<file path="src/rtl/mips_isa_pkg.sv">
// Shared MIPS ISA constants and types: opcodes, funct codes, instruction
// classes, plus the loader's state encoding.
package mips_isa_pkg;

    localparam logic [5:0] OP_RTYPE = 6'b000000;
    localparam logic [5:0] OP_LW    = 6'b100011;
    localparam logic [5:0] OP_SW    = 6'b101011;
    localparam logic [5:0] OP_BEQ   = 6'b000100;

    localparam logic [5:0] FUNCT_ADD = 6'h20;
    localparam logic [5:0] FUNCT_SUB = 6'h22;
    localparam logic [5:0] FUNCT_AND = 6'h24;
    localparam logic [5:0] FUNCT_OR  = 6'h25;
    localparam logic [5:0] FUNCT_SLT = 6'h2A;

    typedef enum logic [1:0] {
        KIND_RTYPE = 2'b00,
        KIND_LW    = 2'b01,
        KIND_SW    = 2'b10,
        KIND_BEQ   = 2'b11
    } instr_kind_e;

    typedef enum logic [2:0] {
        ST_IDLE  = 3'd0,
        ST_LOAD  = 3'd1,
        ST_FLUSH = 3'd2,
        ST_DONE  = 3'd3,
        ST_ERR   = 3'd4
    } load_state_e;

endpackage

</file>
<file path="src/rtl/instr_field_packer.sv">
// Combinational packer: instruction class plus raw fields -> 32-bit MIPS word.
// Fields that a class does not use are ignored.
module instr_field_packer
    import mips_isa_pkg::*;
(
    input  instr_kind_e kind,
    input  logic [4:0]  rs,
    input  logic [4:0]  rt,
    input  logic [4:0]  rd,
    input  logic [4:0]  shamt,
    input  logic [5:0]  funct,
    input  logic [15:0] imm,
    output logic [31:0] word
);

    always_comb begin
        word = '0;
        case (kind)
            KIND_RTYPE: word = {OP_RTYPE, rs, rt, rd, shamt, funct};
            KIND_LW:    word = {OP_LW, rs, rt, imm};
            KIND_SW:    word = {OP_SW, rs, rt, imm};
            KIND_BEQ:   word = {OP_BEQ, rs, rt, imm};
            default:    word = '0;
        endcase
    end

endmodule

</file>
<file path="src/rtl/instr_encode_loader.sv">
// Accepts instruction descriptors over valid/ready, encodes them and writes
// them to consecutive instruction-memory words starting at a programmed base.
module instr_encode_loader
    import mips_isa_pkg::*;
#(
    parameter int ADDR_W = 8
) (
    input  logic              clk,
    input  logic              rst,
    input  logic              start,
    input  logic [ADDR_W-1:0] base_addr,
    input  logic              in_valid,
    output logic              in_ready,
    input  logic [1:0]        in_kind,
    input  logic [4:0]        in_rs,
    input  logic [4:0]        in_rt,
    input  logic [4:0]        in_rd,
    input  logic [4:0]        in_shamt,
    input  logic [5:0]        in_funct,
    input  logic [15:0]       in_imm,
    input  logic              in_last,
    output logic              imem_we,
    output logic [ADDR_W-1:0] imem_addr,
    output logic [31:0]       imem_wdata,
    output logic [ADDR_W:0]   count,
    output logic              busy,
    output logic              done,
    output logic              err,
    output logic [2:0]        fsm_state
);

    // Handshake: a descriptor transfers on a rising edge where in_valid && in_ready;
    // in_ready depends only on registered state, never on in_valid.
    load_state_e       state, state_next;
    logic [ADDR_W-1:0] ptr;
    logic [31:0]       packed_word;
    logic              accept;
    logic              start_ok;

    instr_field_packer u_packer (
        .kind  (instr_kind_e'(in_kind)),
        .rs    (in_rs),
        .rt    (in_rt),
        .rd    (in_rd),
        .shamt (in_shamt),
        .funct (in_funct),
        .imm   (in_imm),
        .word  (packed_word)
    );

    assign in_ready  = (state == ST_LOAD);
    assign accept    = in_valid && in_ready;
    assign start_ok  = start && (state == ST_IDLE || state == ST_DONE || state == ST_ERR);
    assign busy      = (state == ST_LOAD) || (state == ST_FLUSH);
    assign done      = (state == ST_DONE);
    assign fsm_state = state;

    always_comb begin
        state_next = state;
        case (state)
            ST_IDLE:  if (start_ok) state_next = ST_LOAD;
            ST_LOAD: begin
                // A non-last word landing on the top address would wrap the
                // pointer into live code, so the session is abandoned instead.
                if (accept && in_last)     state_next = ST_FLUSH;
                else if (accept && (&ptr)) state_next = ST_ERR;
            end
            ST_FLUSH: state_next = ST_DONE;
            ST_DONE:  state_next = start_ok ? ST_LOAD : ST_IDLE;
            ST_ERR:   if (start_ok) state_next = ST_LOAD;
            default:  state_next = ST_IDLE;
        endcase
    end

    always_ff @(posedge clk) begin
        if (rst) begin
            state      <= ST_IDLE;
            ptr        <= '0;
            count      <= '0;
            err        <= 1'b0;
            imem_we    <= 1'b0;
            imem_addr  <= '0;
            imem_wdata <= '0;
        end else begin
            state   <= state_next;
            imem_we <= accept;
            if (accept) begin
                imem_addr  <= ptr;
                imem_wdata <= packed_word;
                ptr        <= ptr + 1'b1;
            end
            if (start_ok) begin
                ptr   <= base_addr;
                count <= '0;
                err   <= 1'b0;
            end else begin
                if (imem_we)         count <= count + 1'b1;
                if (state == ST_ERR) err   <= 1'b1;
            end
        end
    end

endmodule

</file>
<file path="config.mk">
export PLATFORM = sky130hd
export DESIGN_NAME = instr_encode_loader
export DESIGN_NICKNAME = d
export VERILOG_FILES = /design/src/rtl/mips_isa_pkg.sv /design/src/rtl/instr_field_packer.sv /design/src/rtl/instr_encode_loader.sv
export SDC_FILE = /design/constraint.sdc
export NUM_CORES = 1
export LEC_CHECK = 0
export ABC_AREA = 1
export BUFFER_PORTS_ARGS = -buffer_cell sky130_fd_sc_hd__buf_2
export CAP_MARGIN = 20
export CORE_MARGIN = 2
export CORE_UTILIZATION = 49
export CTS_BUF_LIST = sky130_fd_sc_hd__clkbuf_16
export DETAILED_ROUTE_END_ITERATION = 6
export GPL_ROUTABILITY_DRIVEN = 0
export GPL_TIMING_DRIVEN = 0
export MAX_ROUTING_LAYER = met4
export PLACE_DENSITY = 0.88
export SYNTH_ARGS = -nofsm -noshare
export SYNTH_HDL_FRONTEND = slang
export SYNTH_HIERARCHICAL = 1
export SYNTH_SLANG_ARGS = --single-unit
export TNS_END_PERCENT = 5
</file>
<file path="constraint.sdc">
create_clock -name clk -period 1.4 [get_ports clk]
set_input_delay 0.14 -clock clk [delete_from_list [all_inputs] [get_ports clk]]
set_output_delay 0.14 -clock clk [all_outputs]
set_load 0.1 [all_outputs]
</file>
==> run_results.csv, run 1 <==
group,metric,value,unit
status,status,"complete, but fails checks",
status,violations_in_the_final_reports,"setup timing",
detailed_routing,final_antenna_net_count,0,
critical_path,critical_path_arrival,1.62,ns
global_route,grt_first_pass_wirelength,13.8,mm
floorplanning,core_area,5990,sq um
detailed_routing,remaining_drc_errors,0,
critical_path,critical-path-top-delay-family,"buffers and inverters",
synthesis,ys_seq_elements,62,
detailed_routing,drt-pass1-iter-count,4,
global_route,grt-ovfl-total,0,
synthesis,post_synth_main_area_contributors,"dfxtp_1 40%, nor2_1 12%, nand2_1 11%, o21ai_0 7.7%, inv_1 5.3%",
global_route,first_global_vias,3096,
global_route,grt_max_degree,11,
power,clock_network_power_share,35.5,%
critical_path,cpMaxStageDelayCell,"dfxtp_4",
power,seq_power_share,32.6,%
critical_path,worstSetupStartpointType,"flop",
clock_network,clock-root-buffer,"clkbuf_16",
power,cellInternalPower,3830,uW
global_route,antenna_found_initial,0,
floorplanning,io_pins,114,
synthesis,netlist.area_leader.share,40.5,%
layout,fillerInstances,468,
sta,unrepaired_setup_endpoints_after_global_routing,"yes",
layout,n_antenna_cell,0,
clock_network,insertion_delay,0.33,ns
floorplanning,initial_utilization,51.2,%
power,power.switching_fraction,38.4,%
placement,port_buffers,103,
sta,final-hold-violation-count,0,
synthesis,synth_seq_area_share,40.5,%
floorplanning,num_rows,28,
power,p_sw,2390,uW
hold_path,hold_path.class,"input port to flop",
clock_network,cts.htree.levels,3,
synthesis,dominantRegCellSynth,"dfxtp_1",
sta,fin_skew,0.00452,ns
synthesis,synth-edff-count,0,
layout,layout_commonest_cell,"buf_2",
critical_path,critPathKind,"flop to flop",
sta,final-setup-viol-count,1,
synthesis,synth_area,3070,sq um
layout,multi_input_area,1450,sq um
power,p_leak,0.00222,uW
clock_network,clockBufferDepth,2,
global_route,groute.usage.overall,24.8,%
layout,flow.area_growth_from_synthesis,35.7,%
layout,final_design_area_no_fill,4160,sq um
synthesis,postSynthCellCount,448,
floorplanning,floorplan.die.width,83.1,um
detailed_routing,average_wire_length_per_cell_after_detail_routing,12.8,um
hold_path,hold_path.startpoint,"in_rt[1]",
sta,post-route-period-util,101,%
clock_network,tritoncts,"done",
layout,finish.net_count,630,
sta,timing.final.max_slew_violations,0,
detailed_routing,routed_wirelength,8.27,mm
synthesis,synth_cell_types,28,
sta,max_freq,708,MHz
critical_path,data_required_time_of_the_critical_path,1.61,ns
clock_network,clk_pin_slew_worst_paths,0.05,ns
detailed_routing,drt_first_iter_violations,264,
synthesis,postSynth.asyncResetShare,0,%
critical_path,ordered_cell_list_for_the_critical_path,"inv_2 -> nand3_4 -> nor2_8 -> buf_4 -> buf_2 -> xnor2_1 -> a21oi_1",
synthesis,synth_top_cell_by_area,"dfxtp_1",
clock_network,postCtsHoldBufs,0,
power,comb_power_share,31.9,%
clock_network,numClockSinks,62,
detailed_routing,dr_total_vias,3219,
detailed_routing,dr_vias_cell,4.98,
floorplanning,fp.dieH,83.1,um
power,max-vdd-ir-drop,0.000886,V
layout,drive_above_1_share,32.0,%
layout,regArea,1270,sq um
synthesis,total_of_warnings_raised_by_yosys,6,
clock_network,number_of_cts_inserted_buffers,9,
critical_path,worstReg2RegStart,"fsm_state[2]",
critical_path,critical_path_buf_inv_count,3,
sta,final_period_minus_worst_setup_slack,1.41,ns
synthesis,syn_nets,511,
placement,placement.cell_area,3750,sq um
critical_path,setup.worst_path.start,"fsm_state[2]",
sta,fin_worst_hold_slack,0.0382,ns
critical_path,path_max_fanout,5,
synthesis,syn_avg_cell_area,6.85,sq um
critical_path,cpPeakStageDelay,0.35,ns
layout,most-common-layout-cells,"105 x buf_2, 99 x nor2_1, 92 x nand2_1",
floorplanning,dieArea,6910,sq um
placement,place.detailed.hpwl,5.81,mm
critical_path,critPathCaptureType,"flop",
sta,layout_setup_ws,-0.0128,ns
layout,final_core_utilization,69.5,%
run,cap_violations,0,
placement,pre_cts_slack,0.000765,ns
critical_path,rrSetupSlack,-0.01,ns
power,cellPowerDensity,1500,nW/um^2
-- cells in the mapped netlist, types with 2 or more instances --
master    instances
buf_6             6
inv_2             3
inv_1            43
nor2_1          101
dfxtp_1          62
nand4_1           3
nand3_1          18
nand2_2           3
o21ai_0          47
nand2_1          93
a31oi_1           2
a21oi_1          18
xor2_1            4
nor3_1            3
buf_2             8
buf_4            15
ha_1              6
clkbuf_1          3
-- power groups by stage --
stage | Sequential (uW) | Clock [uW] | Combinational, uW
floorplan | 2960 | 0 | 627
global placement | 2050 | 0 | 1860
detailed placement | 2060 | 0 | 1890
CTS | 2020 | 2220 | 1940
global route | 2050 | 2300 | 2110
finish | 2030 | 2210 | 1990
-- what timing repair did --
item                       in CTS  in global routing
resized for setup              10                 22
buffers inserted                0                  4
setup endpoints to repair       5                 48
gates cloned                    0                  1
pin swaps                       0                  4
-- final timing paths --
| check | end | cells after the start |
|---|---|---|
| max | ptr[0] | 7 |
| min | imem_wdata[17] | 3 |
| max reg2reg | ptr[0] | 7 |
| min reg2reg | imem_addr[7] | 2 |
-- state kept, by name, summed over array words and instances, names as in the netlist --
name	flops
imem_wdata	32
count	9
imem_addr	8
ptr	8
fsm_state	3
err	1
imem_we	1
-- final cells by class --
type | instances | area share [%]
buffer | 33 | 6.34
clock buffer | 10 | 6.01
clock inverter | 6 | 1.20
inverter | 46 | 4.54
multi-input combinational | 307 | 34.9
sequential | 62 | 30.6
tap | 75 | 2.25
timing repair buffer | 108 | 14.2
-- kinds of logic (layout without fill, tap and decap cells) --
logic type / Yosys count / after routing / share of synthesized area (%)
flops: 62 / 62 / 40.5
fa+ha+maj: 6 / 6 / 2.45
xor+xnor: 5 / 5 / 1.43
compound gates: 69 / 69 / 11.5
other cells: 1 / 1 / 0.122
simple gates: 226 / 226 / 30.6
buf+inv: 79 / 203 / 13.4
-- per-stage QoR --
| stage | power, uW | setup TNS (ns) | std cells |
|---|---|---|---|
| finish | 6220 | -0.0128 | 647 |
| global route | 6460 | -1.33 | 647 |
| CTS | 6180 | -0.00127 | 642 |
| detailed placement | 3940 | 0 | 626 |
| global placement | 3910 | 0 | 626 |
| floorplan | 3590 | -1.22 | 448 |
-- tightest hold or removal path: stages --
cell and delay, ns:
buf_4 0.08, nor2_1 0.03, nor2_1 0.08
-- routing by layer --
| layer | global-route usage (%) | share of wire [%] | vias up | wire length [um] |
|---|---|---|---|---|
| li1 | - | - | 1623 | - |
| met4 | 10.6 | 2.1 | 0 | 170 |
| met2 | 40.5 | 50 | 113 | 4160 |
| met5 | - | 0 | - | 0 |
| met1 | 30.0 | 42 | 1467 | 3470 |
| met3 | 4.77 | 5.6 | 16 | 467 |
No activity file was read; power rests on OpenSTA's default activity.
==> inputs of run 2 (changes only) <==
ABC_AREA = 0   (was 1)
GPL_TIMING_DRIVEN = default   (was 0)
==> run 2 against run 1 <==
Compared with the run above:
- the run still ends with setup timing left
- clock power up 5%
- sequential cell count did not move
- global-route usage decreased by 1.5 points
- largest cell class unchanged
==> run_results.csv, run 2 <==
group,metric,value,unit
status,status,"complete, but fails checks",
status,violations_in_the_final_reports,"setup timing",
layout,most-common-layout-cells,"109 x buf_2, 106 x nand2_1, 58 x dfxtp_1",
floorplanning,core_area,5890,sq um
layout,final_core_utilization,67.9,%
synthesis,syn_avg_cell_area,7.91,sq um
global_route,antenna_found_initial,0,
floorplanning,fp.dieH,81.7,um
power,cellPowerDensity,1320,nW/um^2
power,power.switching_fraction,29.7,%
layout,drive_above_1_share,34.8,%
synthesis,total_of_warnings_raised_by_yosys,6,
layout,registers.top_by_ff_count,"imem_wdata",
floorplanning,floorplan.die.width,81.7,um
detailed_routing,dr_vias_cell,5.19,
synthesis,postSynth.asyncResetShare,0,%
sta,max_slew.worst_pin.slew,0.514,ns
sta,fin_worst_hold_slack,0.0536,ns
synthesis,synth_top_family_by_area,"simple AND/OR/NAND/NOR gates",
layout,finish.net_count,549,
synthesis,synth_cell_types,44,
synthesis,post_synth_main_area_contributors,"dfxtp_1 42%, nand2_1 14%, a21oi_1 8.1%, buf_4 4.3%, o21ai_1 3.0%",
synthesis,synth_seq_area_share,42.0,%
global_route,groute.usage.overall,23.3,%
clock_network,postCtsHoldBufs,0,
sta,final-setup-viol-count,2,
layout,final_design_area_no_fill,4000,sq um
global_route,grt_first_pass_wirelength,11.6,mm
floorplanning,io_pins,114,
power,clock_network_power_share,44.3,%
synthesis,synth_area,2960,sq um
detailed_routing,remaining_drc_errors,0,
synthesis,yosys.cell_count.top_type,"nand2_1",
detailed_routing,final_antenna_net_count,0,
global_route,grt-ovfl-total,0,
synthesis,ys_top_cells_by_count,"107 x nand2_1, 62 x dfxtp_1, 48 x a21oi_1",
synthesis,ys_seq_elements,62,
sta,post-route-period-util,103,%
critical_path,path_max_fanout,5,
sta,final-hold-violation-count,0,
detailed_routing,drt-pass1-iter-count,4,
floorplanning,num_rows,28,
hold_path,hold_path.class,"input port to flop",
placement,place.detailed.hpwl,5.31,mm
power,cellInternalPower,3700,uW
synthesis,synth-edff-count,0,
sta,final_period_minus_worst_setup_slack,1.44,ns
run,cap_violations,0,
detailed_routing,average_wire_length_per_cell_after_detail_routing,13.4,um
layout,n_antenna_cell,0,
sta,layout_setup_ws,-0.0388,ns
critical_path,critPathKind,"flop to primary output",
synthesis,synth_top_cell_by_area,"dfxtp_1",
critical_path,data_required_time_of_the_critical_path,1.26,ns
power,totalPowerFinal,5270,uW
sta,unrepaired_setup_endpoints_after_global_routing,"yes",
synthesis,synthXorXnorAreaFrac,2.96,%
power,max-vdd-ir-drop,0.00105,V
synthesis,synth_simple_gate_area_share,22.6,%
placement,placement.cell_area,3640,sq um
placement,port_buffers,113,
clock_network,numClockSinks,62,
synthesis,synth-adder-area-share,2.54,%
synthesis,syn_nets,437,
synthesis,dominantRegCellSynth,"dfxtp_1",
layout,layout_top_registers,"imem_wdata x32, count x9",
clock_network,number_of_cts_inserted_buffers,9,
sta,slew_headroom,66.0,%
clock_network,clk_pin_slew_worst_paths,0.06,ns
global_route,first_global_vias,2558,
floorplanning,initial_utilization,50.2,%
synthesis,complex_gate_fraction_of_the_synthesized_area,19.3,%
critical_path,worstSetupStartpointType,"flop",
sta,max_freq,695,MHz
clock_network,clockBufferDepth,2,
floorplanning,dieArea,6670,sq um
critical_path,critical_path_arrival,1.30,ns
global_route,grt_max_degree,33,
clock_network,insertion_delay,0.32,ns
sta,timing.final.max_slew_violations,0,
power,seq_power_share,35.9,%
clock_network,cts.htree.levels,3,
sta,fin_skew,0.00481,ns
layout,largest_reg_flops,32,
synthesis,synth.area.mux_share,0.677,%
layout,layout_commonest_cell,"buf_2",
clock_network,tritoncts,"done",
detailed_routing,dr_total_vias,2937,
sta,totalNegativeSetupSlack,-0.0560,ns
synthesis,netlist.area_leader.share,42.0,%
power,p_sw,1570,uW
layout,flow.area_growth_from_synthesis,35.2,%
critical_path,critPathCaptureType,"primary output",
clock_network,clock-root-buffer,"clkbuf_16",
detailed_routing,routed_wirelength,7.58,mm
detailed_routing,drt_first_iter_violations,152,
power,comb_power_share,19.9,%
synthesis,postSynthCellCount,374,
power,p_leak,0.00174,uW
run 2: changes by cell type in the layout (fill, tap and decap cells not counted), sizes merged, moves of 3 or more:
| cell | delta |
|---|---|
| nor2 | -84 |
| clkbuf | -5 |
| xnor2 | +5 |
| o21ai | -13 |
| a21oi | +29 |
| nand2b | +3 |
| nand3 | -13 |
| inv | -39 |
| clkinv | -3 |
| nand2 | +10 |
| a211oi | +3 |
run 2: path summary, 6_finish.rpt:
path                                    start        endpoint  slack (ns)  cells after the start
worst min-delay path                 in_rt[0]  imem_wdata[16]        0.05                      3
worst max register to register   fsm_state[0]             err        0.06                      4
worst min register to register  imem_wdata[6]   imem_wdata[6]        0.45                      2
worst max-delay path             fsm_state[2]        in_ready       -0.04                      4
run 2: through the flow:
stage / instances / setup slack (ns)
after detailed placement: 548 / 0.0527
after CTS: 565 / -0.0561
after floorplan: 374 / -0.675
after global routing: 566 / -0.0833
final: 566 / -0.0388
after global placement: 548 / 0.0966
run 2: power groups by stage:
| stage | Sequential (uW) | Clock [uW] | Combinational [uW] |
|---|---|---|---|
| after detailed placement | 1920 | 0 | 1030 |
| final | 1890 | 2330 | 1050 |
| after global placement | 1920 | 0 | 1010 |
| after floorplan | 2270 | 0 | 427 |
| after CTS | 1890 | 2360 | 1040 |
| after global routing | 1900 | 2450 | 1110 |
run 2: cell families (layout without fill, tap and decap cells):
family,after synthesis,after routing
compound gates,99,99
xor+xnor,10,10
fa+ha+maj,6,6
buf+inv,43,160
flops,62,62
mux,2,2
other cells,1,1
simple gates,151,151
run 2: critical path, stage by stage, from the launching register on:
cell	delay, ns
dfxtp_4	0.35
buf_6	0.13
nor3b_4	0.19
buf_4	0.14
buf_12	0.16
run 2: final cells by class:
| cell class | instances | area (sq um) |
|---|---|---|
| clock buffer | 9 | 225 |
| fill | 510 | 1890 |
| multi-input combinational | 269 | 1460 |
| inverter | 5 | 18.8 |
| sequential | 62 | 1250 |
| tap | 75 | 93.8 |
| clock inverter | 7 | 88.8 |
| timing repair buffer | 139 | 861 |
run 2: repair_timing:
| action | 4_1_cts | 5_1_grt |
|---|---|---|
| setup buffers | 1 | 1 |
| hold endpoints to repair | 0 | 0 |
| pin swaps | 1 | 3 |
| endpoints found under the setup margin | 4 | 13 |
| resized for setup | 4 | 4 |
run 2: metal layers:
metal | vias up | share of wire [%] | track usage [%]
met2 | 71 | 51 | 39.4
met4 | 0 | 1.5 | 7.50
met3 | 12 | 4.6 | 5.93
met1 | 1381 | 43 | 27.3
li1 | 1473 | - | -
met5 | - | 0 | -
==> inputs of run 3 (changes only) <==
ABC_AREA = 1   (was 0)
SKIP_LAST_GASP = 1   (was default)
==> run 3 against run 2 <==
Compared with the run above:
- non-clock buffer count fell by 16
- final area rose by 0.50%
- count of clock-buffer cells in the layout did not move
- register-to-register slack got worse by 0.02 ns
- the flow now finishes without violations
- first-iteration DRC count rose by 36%
- die area rose by 3.5%
- worst hold slack got worse by 0.013 ns
- routed wire length rose by 6.0%
- critical endpoint is now done
==> run_results.csv, run 3 (synthesis gave the netlist of run 1 again) <==
group,metric,value,unit
layout,final_core_utilization,67.0,%
layout,n_antenna_cell,0,
critical_path,worstSetupStartpointType,"flop",
global_route,groute.usage.overall,23.0,%
critical_path,critical_path_arrival,1.25,ns
clock_network,cts.htree.levels,3,
layout,flow.area_growth_from_synthesis,31.0,%
placement,port_buffers,113,
power,cellInternalPower,3510,uW
layout,final_cell_count_no_fill,630,
clock_network,clk_pin_slew_worst_paths,0.05,ns
floorplanning,num_rows,28,
sta,final_period_minus_worst_setup_slack,1.39,ns
global_route,antenna_found_initial,0,
placement,place_inst,609,
sta,fin_skew,0.00333,ns
critical_path,critical_path_buf_inv_count,4,
critical_path,critical-path-top-delay-family,"buffers and inverters",
global_route,grt_max_degree,43,
critical_path,ordered_cell_list_for_the_critical_path,"inv_4 -> nand3_1 -> buf_4 -> clkinvlp_4 -> buf_12",
detailed_routing,final_antenna_net_count,0,
sta,timing.final.max_slew_violations,0,
placement,place.detailed.hpwl,5.30,mm
layout,most-common-layout-cells,"110 x buf_2, 101 x nor2_1, 92 x nand2_1",
floorplanning,floorplan.die.width,83.1,um
clock_network,number_of_cts_inserted_buffers,9,
power,clock_network_power_share,33.0,%
layout,fillerInstances,527,
detailed_routing,dr_vias_cell,4.98,
detailed_routing,routed_wirelength,8.03,mm
critical_path,critPathCaptureType,"primary output",
clock_network,postCtsHoldBufs,0,
floorplanning,io_pins,114,
power,max-vdd-ir-drop,0.000911,V
power,p_sw,2400,uW
sta,unrepaired_setup_endpoints_after_global_routing,"yes",
layout,layout_top_registers,"imem_wdata x32, count x9",
run,cap_violations,0,
sta,final-setup-viol-count,0,
layout,largest_reg_flops,32,
power,comb_power_share,32.6,%
clock_network,insertion_delay,0.32,ns
sta,post-route-period-util,99.6,%
sta,final-hold-violation-count,0,
power,seq_power_share,34.4,%
floorplanning,core_area,5990,sq um
layout,drive_above_1_share,30.1,%
detailed_routing,dr_total_vias,3137,
critical_path,cpPeakStageDelay,0.35,ns
power,p_leak,0.00213,uW
clock_network,clockBufferDepth,2,
critical_path,cpMaxStageDelayCell,"dfxtp_4",
floorplanning,fp.dieH,83.1,um
critical_path,critPathKind,"flop to primary output",
global_route,first_global_vias,2881,
status,status,"finished, final reports clean",
floorplanning,initial_utilization,51.2,%
clock_network,numClockSinks,62,
global_route,grt_first_pass_wirelength,12.8,mm
critical_path,path_max_fanout,4,
hold_path,hold_path.class,"input port to flop",
power,cellPowerDensity,1470,nW/um^2
detailed_routing,average_wire_length_per_cell_after_detail_routing,12.7,um
clock_network,tritoncts,"done",
layout,layout_commonest_cell,"buf_2",
sta,max_freq,717,MHz
detailed_routing,drt-pass1-iter-count,5,
layout,registers.top_by_ff_count,"imem_wdata",
layout,finish.net_count,613,
power,totalPowerFinal,5910,uW
global_route,grt-ovfl-total,0,
floorplanning,dieArea,6910,sq um
detailed_routing,remaining_drc_errors,0,
critical_path,data_required_time_of_the_critical_path,1.26,ns
clock_network,clock-root-buffer,"clkbuf_16",
power,power.switching_fraction,40.6,%
detailed_routing,drt_first_iter_violations,206,
-- run 3: worst register-to-register path, delay by kind of cell, from the launching register on --
kind | cells | cell delay, ns
compound gates | 1 | 0.09
simple gates | 2 | 0.42
xor+xnor | 1 | 0.12
buf+inv | 2 | 0.25
flops | 1 | 0.35
-- run 3: per-layer routing --
metal | track usage, % | part of all wire, % | up-vias
met5 | - | 0 | -
met4 | 7.45 | 1.6 | 0
met3 | 6.16 | 5.6 | 15
met2 | 38.6 | 50 | 114
met1 | 26.8 | 42 | 1423
li1 | - | - | 1585
-- run 3: repair_timing --
action,4_1_cts,5_1_grt
resized for setup,1,5
pin swaps,0,2
setup endpoints to repair,3,48
cloned,0,1
buffers inserted,0,4
-- run 3: final timing paths --
path                      from              to  slack, ns  cells after the start
setup / recovery  fsm_state[2]            done      0.006                      5
setup reg to reg  fsm_state[1]          ptr[0]       0.04                      6
hold / removal        in_rt[3]  imem_wdata[19]       0.04                      3
hold reg to reg   imem_addr[0]    imem_addr[0]       0.48                      2
-- run 3: power groups by stage --
stage,combinational (uW),clock (uW),sequential [uW]
6_report,1930,1950,2030
5_1_grt,2030,2080,2050
4_1_cts,1880,1970,2020
3_5_place_dp,1870,0,2050
3_3_place_gp,1840,0,2060
2_1_floorplan,627,0,2960
-- run 3: stage by stage --
step | setup slack (ns) | area, sq um | TNS, ns | hold slack, ns
floorplan | -0.0508 | 3140 | -1.22 | 0.199
global placement | 0.0724 | 3680 | 0 | 0.361
detailed placement | 0.00458 | 3680 | 0 | 0.379
CTS | 0.00259 | 3950 | 0 | 0.0334
global route | -0.0684 | 4020 | -0.828 | 0.0513
finish | 0.00572 | 4020 | 0 | 0.0401
-- run 3: layout make-up --
cell class	instances	area [sq um]	area share, %
repair buffers	123	723	18.0
well taps	75	93.8	2.34
multi-input cells	308	1470	36.6
clock buffers	9	225	5.61
flip-flops and latches	62	1270	31.7
clock inverters	7	41.3	1.03
inverters	46	191	4.77
